File: config.mk
export PLATFORM = sky130hd
export DESIGN_NAME = cache_arbiter_flat
export DESIGN_NICKNAME = d
export VERILOG_FILES = /design/src/rtl/cache_arbiter_if.sv /design/src/rtl/cache_arbiter.sv /design/src/flat_wrapper.sv
export SDC_FILE = /design/constraint.sdc
export NUM_CORES = 1
export LEC_CHECK = 0
export BUFFER_PORTS_ARGS = -buffer_cell sky130_fd_sc_hd__buf_2
export CAP_MARGIN = 20
export CORE_AREA = 3 3 131 133
export CTS_BUF_LIST = sky130_fd_sc_hd__clkbuf_8
export DETAILED_ROUTE_END_ITERATION = 8
export DIE_AREA = 0 0 134 136
export PLACE_DENSITY = 0.7
export RECOVER_POWER = 50
export SLEW_MARGIN = 20
export SYNTH_ARGS = -nofsm -noshare
export SYNTH_HDL_FRONTEND = slang
export SYNTH_SLANG_ARGS = --single-unit
File: constraint.sdc
create_clock -name clk -period 2 [get_ports clk]
set_input_delay 0.4 -clock clk [delete_from_list [all_inputs] [get_ports clk]]
set_output_delay 0.4 -clock clk [all_outputs]
set_load 0.005 [all_outputs]
File: src/rtl/cache_arbiter_if.sv
// cache_arbiter_if
// Bundles the two requester ports and the cache-side request bus of the
// round-robin cache arbiter.
//   p0_* : core data side requester (req valid/ready/addr/data/type, rsp valid/data/err)
//   p1_* : host/debug side requester (same signal set as p0)
//   cache_req_* : operands and one-cycle issue pulse towards the cache
//   cache_O_data / cache_req_done : result and completion pulse from the cache
// Modports:
//   slave  : the arbiter's view
//   master : the requesters' and cache's view (used by the surrounding system)
interface cache_arbiter_if;
    logic        p0_req_valid;
    logic        p0_req_ready;
    logic [31:0] p0_req_addr;
    logic [31:0] p0_req_data;
    logic [1:0]  p0_req_type;
    logic        p0_rsp_valid;
    logic [31:0] p0_rsp_data;
    logic        p0_rsp_err;

    logic        p1_req_valid;
    logic        p1_req_ready;
    logic [31:0] p1_req_addr;
    logic [31:0] p1_req_data;
    logic [1:0]  p1_req_type;
    logic        p1_rsp_valid;
    logic [31:0] p1_rsp_data;
    logic        p1_rsp_err;

    logic [31:0] cache_req_addr;
    logic [31:0] cache_req_data;
    logic [1:0]  cache_req_type;
    logic        cache_req_do;
    logic [31:0] cache_O_data;
    logic        cache_req_done;

    modport slave (
        input  p0_req_valid, p0_req_addr, p0_req_data, p0_req_type,
        output p0_req_ready, p0_rsp_valid, p0_rsp_data, p0_rsp_err,
        input  p1_req_valid, p1_req_addr, p1_req_data, p1_req_type,
        output p1_req_ready, p1_rsp_valid, p1_rsp_data, p1_rsp_err,
        output cache_req_addr, cache_req_data, cache_req_type, cache_req_do,
        input  cache_O_data, cache_req_done
    );

    modport master (
        output p0_req_valid, p0_req_addr, p0_req_data, p0_req_type,
        input  p0_req_ready, p0_rsp_valid, p0_rsp_data, p0_rsp_err,
        output p1_req_valid, p1_req_addr, p1_req_data, p1_req_type,
        input  p1_req_ready, p1_rsp_valid, p1_rsp_data, p1_rsp_err,
        input  cache_req_addr, cache_req_data, cache_req_type, cache_req_do,
        output cache_O_data, cache_req_done
    );
endinterface

File: src/rtl/cache_arbiter.sv
// cache_arbiter
// Shares the single-request cache between two requesters with round-robin
// arbitration. One request is in flight at a time: accept (ready pulse),
// issue (cache_req_do pulse), wait for cache_req_done, respond (rsp pulse).
// Illegal request types (2'b11) are answered locally with rsp_err and never
// reach the cache.
// Ports:
//   clk, reset    : clock and synchronous active-high reset
//   bus (slave)   : requester ports p0/p1 and cache request bus
//   grant_count_0 : accepted requests on port 0 (wraps)
//   grant_count_1 : accepted requests on port 1 (wraps)
module cache_arbiter #(
    parameter int CNT_WIDTH = 16
) (
    input  logic                 clk,
    input  logic                 reset,
    cache_arbiter_if.slave       bus,
    output logic [CNT_WIDTH-1:0] grant_count_0,
    output logic [CNT_WIDTH-1:0] grant_count_1
);
    localparam logic [CNT_WIDTH-1:0] CNT_ONE = {{(CNT_WIDTH-1){1'b0}}, 1'b1};
    localparam logic [1:0] TYPE_ILLEGAL = 2'b11;

    typedef enum logic [1:0] {
        IDLE  = 2'd0,
        ISSUE = 2'd1,
        WAIT  = 2'd2,
        RESP  = 2'd3
    } state_t;

    state_t      state;
    state_t      state_next;
    logic        last;
    logic        winner;
    logic        err_q;
    logic [31:0] addr_q;
    logic [31:0] data_q;
    logic [1:0]  type_q;
    logic [31:0] rsp_q;

    logic        any_valid;
    logic        sel;
    logic        accept;
    logic [31:0] sel_addr;
    logic [31:0] sel_data;
    logic [1:0]  sel_type;

    // Winner selection: with both ports pending the one that did not win
    // last time goes; otherwise whichever single port is pending. Accept is
    // masked during reset so no ready pulse escapes while the block restarts.
    always_comb begin
        any_valid = bus.p0_req_valid | bus.p1_req_valid;
        if (bus.p0_req_valid && bus.p1_req_valid) begin
            sel = ~last;
        end else begin
            sel = bus.p1_req_valid;
        end
        sel_addr = sel ? bus.p1_req_addr : bus.p0_req_addr;
        sel_data = sel ? bus.p1_req_data : bus.p0_req_data;
        sel_type = sel ? bus.p1_req_type : bus.p0_req_type;
        accept   = (state == IDLE) && any_valid && !reset;
    end

    // Next-state and handshake outputs. The response of the winning port is
    // driven only in RESP; everything else stays at zero.
    always_comb begin
        state_next       = state;
        bus.p0_req_ready = 1'b0;
        bus.p1_req_ready = 1'b0;
        bus.p0_rsp_valid = 1'b0;
        bus.p0_rsp_data  = 32'h0;
        bus.p0_rsp_err   = 1'b0;
        bus.p1_rsp_valid = 1'b0;
        bus.p1_rsp_data  = 32'h0;
        bus.p1_rsp_err   = 1'b0;
        bus.cache_req_do = 1'b0;
        case (state)
            IDLE: begin
                if (accept) begin
                    bus.p0_req_ready = ~sel;
                    bus.p1_req_ready = sel;
                    state_next = (sel_type == TYPE_ILLEGAL) ? RESP : ISSUE;
                end
            end
            ISSUE: begin
                bus.cache_req_do = 1'b1;
                state_next       = WAIT;
            end
            WAIT: begin
                if (bus.cache_req_done) begin
                    state_next = RESP;
                end
            end
            RESP: begin
                if (winner) begin
                    bus.p1_rsp_valid = 1'b1;
                    bus.p1_rsp_data  = rsp_q;
                    bus.p1_rsp_err   = err_q;
                end else begin
                    bus.p0_rsp_valid = 1'b1;
                    bus.p0_rsp_data  = rsp_q;
                    bus.p0_rsp_err   = err_q;
                end
                state_next = IDLE;
            end
            default: state_next = IDLE;
        endcase
    end

    // State, latched request, response capture and grant counters. The
    // response register is cleared on accept so an illegal request returns 0.
    always_ff @(posedge clk) begin
        if (reset) begin
            state         <= IDLE;
            last          <= 1'b1;
            winner        <= 1'b0;
            err_q         <= 1'b0;
            addr_q        <= 32'h0;
            data_q        <= 32'h0;
            type_q        <= 2'b00;
            rsp_q         <= 32'h0;
            grant_count_0 <= '0;
            grant_count_1 <= '0;
        end else begin
            state <= state_next;
            if (accept) begin
                last   <= sel;
                winner <= sel;
                addr_q <= sel_addr;
                data_q <= sel_data;
                type_q <= sel_type;
                err_q  <= (sel_type == TYPE_ILLEGAL);
                rsp_q  <= 32'h0;
                if (sel) begin
                    grant_count_1 <= grant_count_1 + CNT_ONE;
                end else begin
                    grant_count_0 <= grant_count_0 + CNT_ONE;
                end
            end
            if (state == WAIT && bus.cache_req_done) begin
                rsp_q <= bus.cache_O_data;
            end
        end
    end

    assign bus.cache_req_addr = addr_q;
    assign bus.cache_req_data = data_q;
    assign bus.cache_req_type = type_q;
endmodule

File: src/flat_wrapper.sv
// flat-port wrapper written by rule: the top's interface ports become plain ports
module cache_arbiter_flat 
#(
    parameter int CNT_WIDTH = 16
)
  (clk, reset, grant_count_0, grant_count_1, bus_p0_req_valid, bus_p0_req_addr, bus_p0_req_data, bus_p0_req_type, bus_p0_req_ready, bus_p0_rsp_valid, bus_p0_rsp_data, bus_p0_rsp_err, bus_p1_req_valid, bus_p1_req_addr, bus_p1_req_data, bus_p1_req_type, bus_p1_req_ready, bus_p1_rsp_valid, bus_p1_rsp_data, bus_p1_rsp_err, bus_cache_req_addr, bus_cache_req_data, bus_cache_req_type, bus_cache_req_do, bus_cache_O_data, bus_cache_req_done);
  cache_arbiter_if bus_i ();
  input  logic clk;
  input  logic reset;
  output logic [CNT_WIDTH-1:0] grant_count_0;
  output logic [CNT_WIDTH-1:0] grant_count_1;
  input wire logic [$bits(bus_i.p0_req_valid)-1:0] bus_p0_req_valid;
  input wire logic [$bits(bus_i.p0_req_addr)-1:0] bus_p0_req_addr;
  input wire logic [$bits(bus_i.p0_req_data)-1:0] bus_p0_req_data;
  input wire logic [$bits(bus_i.p0_req_type)-1:0] bus_p0_req_type;
  output wire logic [$bits(bus_i.p0_req_ready)-1:0] bus_p0_req_ready;
  output wire logic [$bits(bus_i.p0_rsp_valid)-1:0] bus_p0_rsp_valid;
  output wire logic [$bits(bus_i.p0_rsp_data)-1:0] bus_p0_rsp_data;
  output wire logic [$bits(bus_i.p0_rsp_err)-1:0] bus_p0_rsp_err;
  input wire logic [$bits(bus_i.p1_req_valid)-1:0] bus_p1_req_valid;
  input wire logic [$bits(bus_i.p1_req_addr)-1:0] bus_p1_req_addr;
  input wire logic [$bits(bus_i.p1_req_data)-1:0] bus_p1_req_data;
  input wire logic [$bits(bus_i.p1_req_type)-1:0] bus_p1_req_type;
  output wire logic [$bits(bus_i.p1_req_ready)-1:0] bus_p1_req_ready;
  output wire logic [$bits(bus_i.p1_rsp_valid)-1:0] bus_p1_rsp_valid;
  output wire logic [$bits(bus_i.p1_rsp_data)-1:0] bus_p1_rsp_data;
  output wire logic [$bits(bus_i.p1_rsp_err)-1:0] bus_p1_rsp_err;
  output wire logic [$bits(bus_i.cache_req_addr)-1:0] bus_cache_req_addr;
  output wire logic [$bits(bus_i.cache_req_data)-1:0] bus_cache_req_data;
  output wire logic [$bits(bus_i.cache_req_type)-1:0] bus_cache_req_type;
  output wire logic [$bits(bus_i.cache_req_do)-1:0] bus_cache_req_do;
  input wire logic [$bits(bus_i.cache_O_data)-1:0] bus_cache_O_data;
  input wire logic [$bits(bus_i.cache_req_done)-1:0] bus_cache_req_done;
  assign bus_i.p0_req_valid = bus_p0_req_valid;
  assign bus_i.p0_req_addr = bus_p0_req_addr;
  assign bus_i.p0_req_data = bus_p0_req_data;
  assign bus_i.p0_req_type = bus_p0_req_type;
  assign bus_p0_req_ready = bus_i.p0_req_ready;
  assign bus_p0_rsp_valid = bus_i.p0_rsp_valid;
  assign bus_p0_rsp_data = bus_i.p0_rsp_data;
  assign bus_p0_rsp_err = bus_i.p0_rsp_err;
  assign bus_i.p1_req_valid = bus_p1_req_valid;
  assign bus_i.p1_req_addr = bus_p1_req_addr;
  assign bus_i.p1_req_data = bus_p1_req_data;
  assign bus_i.p1_req_type = bus_p1_req_type;
  assign bus_p1_req_ready = bus_i.p1_req_ready;
  assign bus_p1_rsp_valid = bus_i.p1_rsp_valid;
  assign bus_p1_rsp_data = bus_i.p1_rsp_data;
  assign bus_p1_rsp_err = bus_i.p1_rsp_err;
  assign bus_cache_req_addr = bus_i.cache_req_addr;
  assign bus_cache_req_data = bus_i.cache_req_data;
  assign bus_cache_req_type = bus_i.cache_req_type;
  assign bus_cache_req_do = bus_i.cache_req_do;
  assign bus_i.cache_O_data = bus_cache_O_data;
  assign bus_i.cache_req_done = bus_cache_req_done;
  cache_arbiter #(.CNT_WIDTH(CNT_WIDTH)) u_core (.clk(clk), .reset(reset), .bus(bus_i), .grant_count_0(grant_count_0), .grant_count_1(grant_count_1));
endmodule
; Yosys cells after proc, flatten, opt, wreduce, memory -nomap -nowiden
; Index checks and enable logic that the tools add are counted.
[totals]
regBits = 135
output_inout_bits = 169
inputBits = 169
[classes]
eq_ne = 6
add_sub_neg = 2
muxes = 27
bitwise = 3
n_reduce_logical = 10
[op_table]
columns = cell, count
row1 = $mux 32, 8
row2 = $add 16x1->16 const B, 2
row3 = $mux 1, 14
row4 = $mux 2, 4
row5 = $pmux 2 s4, 1
row6 = $eq 2x2->1 const B, 3
row7 = $reduce_and 2->1, 3
row8 = $logic_and 1x1->1, 4
row9 = $eq 2x1->1 const B, 1
row10 = $logic_not 2->1, 1
row11 = $ne 2x1->1 const B, 1
row12 = $ne 2x2->1 const B, 1
row13 = $not 1->1, 2
row14 = $reduce_bool 2->1, 1
row15 = $logic_not 1->1, 1
row16 = $or 1x1->1, 1

; Logic depth before layout (Yosys ltp)
[depth]
depth_word = 7
ltp_mapped = 9
mapped_depth_nobuf = 7

; Worst setup path after synthesis
; Ideal clock, no wire load.
[synth_path]
path_type = flip-flop to flip-flop
start = register u_core.state[0]
end = register u_core.addr_q[15], in the netlist u_core.bus.cache_req_addr[15]
setup_time_ns = 0.128
arrival_ns = 1.677
required_ns = 1.872
period_less_slack_ns = 1.805
path_stages_with_launch = 10
setup_slack_ns = 0.195
path_cell_list = dfxtp_1 inv_1 ha_1 buf_2 and3b_1 nand2_1 inv_1 buf_2 a222oi_1 nor2_1
[synth_between]
elab_chain_len = 3
[synth_lines]
columns = element, line
row1 = "start, declared", cache_arbiter.sv:31  ; state_t state;
row2 = "start signal, assigned", cache_arbiter.sv:125  ; state <= state_next;
row3 = $logic_not 2->1, cache_arbiter.sv:61  ; accept = (state == IDLE) && any_valid && !reset;
row4 = $logic_and 1x1->1 (2 in a row), cache_arbiter.sv:61
row5 = "end signal, assigned", cache_arbiter.sv:129  ; addr_q <= sel_addr;
row6 = "end, declared", cache_arbiter.sv:36  ; logic [31:0] addr_q;
; Every way passes these cells.
; A chain may end at the register's enable or synchronous reset.

; Worst setup path in the final report
[layout_path]
start = register u_core.state[0]
end = output bus_p0_rsp_data[24]
[layout_between]
elab_chain_len = 2
[layout_lines]
columns = element, line
row1 = $eq 2x2->1, cache_arbiter.sv:77  ; case (state)
row2 = $mux 32, cache_arbiter.sv:77
row3 = "end, declared", flat_wrapper.sv:18  ; output wire logic [$bits(bus_i.p0_rsp_data)-1:0] bus_p0_rsp_data;
; Every way passes these cells.

==> flow_summary_export.csv <==
group,metric,value,unit
routing,ant_nets,0,
placement,gp_congestion,0.849,
hold_path,min_to,"u_core.rsp_q[6]",
global_routing,grt_util_met3,0.0600,
clocking,htreeDepth,4,
critical_path,regToRegEndpoint,"u_core.rsp_q[8]",
clocking,cts_root_buffer,"clkbuf_8",
global_routing,grt_max_degree,64,
routing,drc_errors,0,
sta,finalHoldViolations,0,
sta,maxSlewViolCount,0,
critical_path,crit_top_cell,"buf_6",
synth,ys_seq_area_frac,0.440,
synth,synth_edf_count,0,
flow_run,maxCapViolCount,0,
clocking,cts_sinks,135,
placement,dpl.hpwl,15500,um
hold_path,worstHoldStart,"bus_cache_O_data[6]",
sta,final-setup-viol-count,69,
floorplan,start_util,0.385,
synth,synth_area_per_cell,7.88,sq um
routing,wirelength,22400,um
routing,dr.pass1.iters,5,
routing,drt_iter0_drc,330,
clocking,tritoncts,"built",
global_routing,antenna_found_initial,0,
pwr,leakage,4.03,nW
synth,synth_top_area_frac,0.440,
critical_path,crit_type,"reg -> out",
synth,synthTopCellsByCount,"168 x nand2_1, 135 x dfxtp_1, 83 x nor2_1",
critical_path,crit_buf_inv,4,
sta,slew_headroom,0.528,
synth,async_flop_share,0,
sta,finalCriticalPeriod,2.10,ns
finish,area_growth,46.8,%
critical_path,critPathMaxFanout,4,
synth,synth_warnings,0,
routing,dr_total_vias,7052,
finish,fin_area,9010,sq um
finish,drive_above_1_share,0.338,
critical_path,worst_path_dominant_cell_family,"buffers and inverters",
sta,worst_pin_slew,0.708,ns
sta,skew,0.0124,ns
floorplan,fp.dieArea,18200,sq um
critical_path,critPathMaxStageDelay,0.32,ns
floorplan,ioPinCount,338,
synth,synthMostInstantiatedCell,"nand2_1",
critical_path,crit_required,1.60,ns
sta,fmax,0.476,GHz
floorplan,die_w,134,um
placement,portBuffers,337,
floorplan,coreArea,15900,sq um
pwr,vdd_drop_max,0.426,mV
clocking,cts_hold_buf,0,
routing,avgRoutedWirePerCell,16.6,um
pwr,p_per_area,874,nW/um^2
floorplan,die_h,136,um
critical_path,cp_slowest_cell,"dfxtp_2",
routing,viasPerCell,5.21,
placement,postPlaceCellArea,8230,sq um
synth,netlist-cell-type-count,44,
run_status,status,"finished, violations left",
critical_path,rr_startpoint,"u_core.state[1]",
floorplan,std_cell_rows,46,
finish,final_util,0.565,
hold_path,holdPathStages,3,
critical_path,cp_cell_sequence,"buf_6 > ha_4 > nor2b_4 > buf_12 > clkbuf_16 > and2_4 > buf_6",
synth,synth_area_leader_cell,"dfxtp_1",
hold_path,hold_class,"in -> reg",
sta,setup_slack,-0.103,ns
critical_path,reg2reg_slack,0.09,ns
global_routing,grt-busiest-layer,"met2",
global_routing,gr-total-overflow,0,
sta,rsz0062_at_grt,"true",
critical_path,cp-end-kind,"output pin",
global_routing,grt_usage,0.227,
critical_path,crit_arrival,1.70,ns
clocking,cts_made_buffers,17,
synth,syn_nets,954,
sta,fin_crit_sh,1.05,
clocking,clkLatencyLatePin,0.44,ns
critical_path,reg2reg_depth,7,
synth,ys.flop_type,"dfxtp_1",
finish,final_nets,1300,
global_routing,grt_pass1_vias,6679,
clocking,clock_path_buffers,2,
run_status,violations,"negative setup slack",
critical_path,start_kind,"register",
global_routing,grt_pass1_wl,33500,um
synth,ys_ff_latch,135,
clocking,clk_pin_slew_worst_paths,0.08,ns
global_routing,met1_usage,0.269,
synth,synth_area_leaders,"dfxtp_1 44%, nand2_1 10%, a311oi_1 8.1%",
synth,syn_inst,779,
global_routing,grt_use_met2,0.394,
synth,syn_area,6140,sq um
[state kept, by name (all words and copies together), names as in the netlist]
name,count
u_core.bus.cache_req_type,2
u_core.winner,1
u_core.bus.cache_req_data,32
u_core.grant_count_0,16
u_core.rsp_q,32
u_core.err_q,1
u_core.last,1
u_core.grant_count_1,16
u_core.bus.cache_req_addr,32
u_core.state,2
[logic make-up after synthesis]
family	after synthesis	share of synthesized area
xor gates and xnor gates	14	0.0200
buffers and inverters	71	0.0446
adders and majority gates	6	0.0122
and+or+nand+nor	408	0.309
AOI/OAI and AO/OA	140	0.165
muxes	5	0.00835
DFF	135	0.440
[cell usage in the layout, fill, tap and decap left out, types with 29 or more instances in the layout]
cell type and instances:
buf_2 231, nand2_1 168, dfxtp_1 133, nor2_1 81, clkbuf_1 77, a311oi_1 57
a21oi_1 47, nand3_1 43, and3_1 33, buf_6 33, buf_4 33, and2_4 29
[how the worst max path moves through the flow]
| stage | start | to | slack (ns) | cells past startpoint |
|---|---|---|---|---|
| final | u_core.state[0] | bus_p0_rsp_data[24] | -0.10 | 7 |
| after global routing | u_core.state[0] | bus_p0_rsp_data[24] | -0.17 | 7 |
| after CTS | u_core.state[0] | bus_p0_rsp_data[31] | -0.14 | 7 |
| after detailed placement | u_core.state[1] | u_core.bus.cache_req_data[10] | 0.02 | 9 |
| after global placement | u_core.state[1] | u_core.grant_count_1[9] | 0.06 | 6 |
| after floorplan | u_core.state[0] | u_core.bus.cache_req_addr[15] | 0.20 | 9 |
[where the power goes]
part / internal [mW] / switching (mW) / leakage (nW) / total, mW
clock network: 1.07 / 1.04 / 0.186 / 2.11
logic: 1.07 / 1.35 / 2.75 / 2.41
registers: 3.10 / 0.257 / 1.10 / 3.36
total: 5.23 / 2.65 / 4.03 / 7.88
[stage by stage]
step / instances / total power, mW / hold slack (ns) / setup WS, ns / setup TNS (ns)
after floorplan: 779 / 4.54 / 0.449 / 0.195 / 0
after global placement: 1305 / 5.61 / 0.434 / 0.0623 / 0
after detailed placement: 1305 / 5.65 / 0.445 / 0.0238 / 0
after CTS: 1345 / 7.96 / 0.163 / -0.138 / -3.92
after global routing: 1352 / 8.37 / 0.175 / -0.168 / -9.93
final: 1353 / 7.88 / 0.198 / -0.103 / -3.40
[cell type report]
class	instances	area, sq um
Antenna cell	1	2.50
Clock buffer	17	234
Clock inverter	13	119
Fill cell	1515	6930
Inverter	8	35.0
Multi-Input combinational cell	573	3290
Sequential cell	135	2710
Tap cell	216	270
Timing Repair Buffer	390	2350
[worst min-delay path: stages]
cell	delay [ns]
buf_2	0.09
nand2_1	0.05
a21oi_1	0.05
[per-layer routing]
layer | vias up | part of all wire
met4 | 0 | 0.037
met5 | - | 0
met3 | 56 | 0.075
met1 | 3262 | 0.40
li1 | 3438 | -
met2 | 296 | 0.49
[repair_timing]
action                                  CTS  global route
endpoints found under the setup margin   70            60
gates cloned                              4             4
buffers inserted                          6             6
pin swaps                                18             5
resized for setup                        57            39
Note: power is estimated with default switching activity, not from simulation.
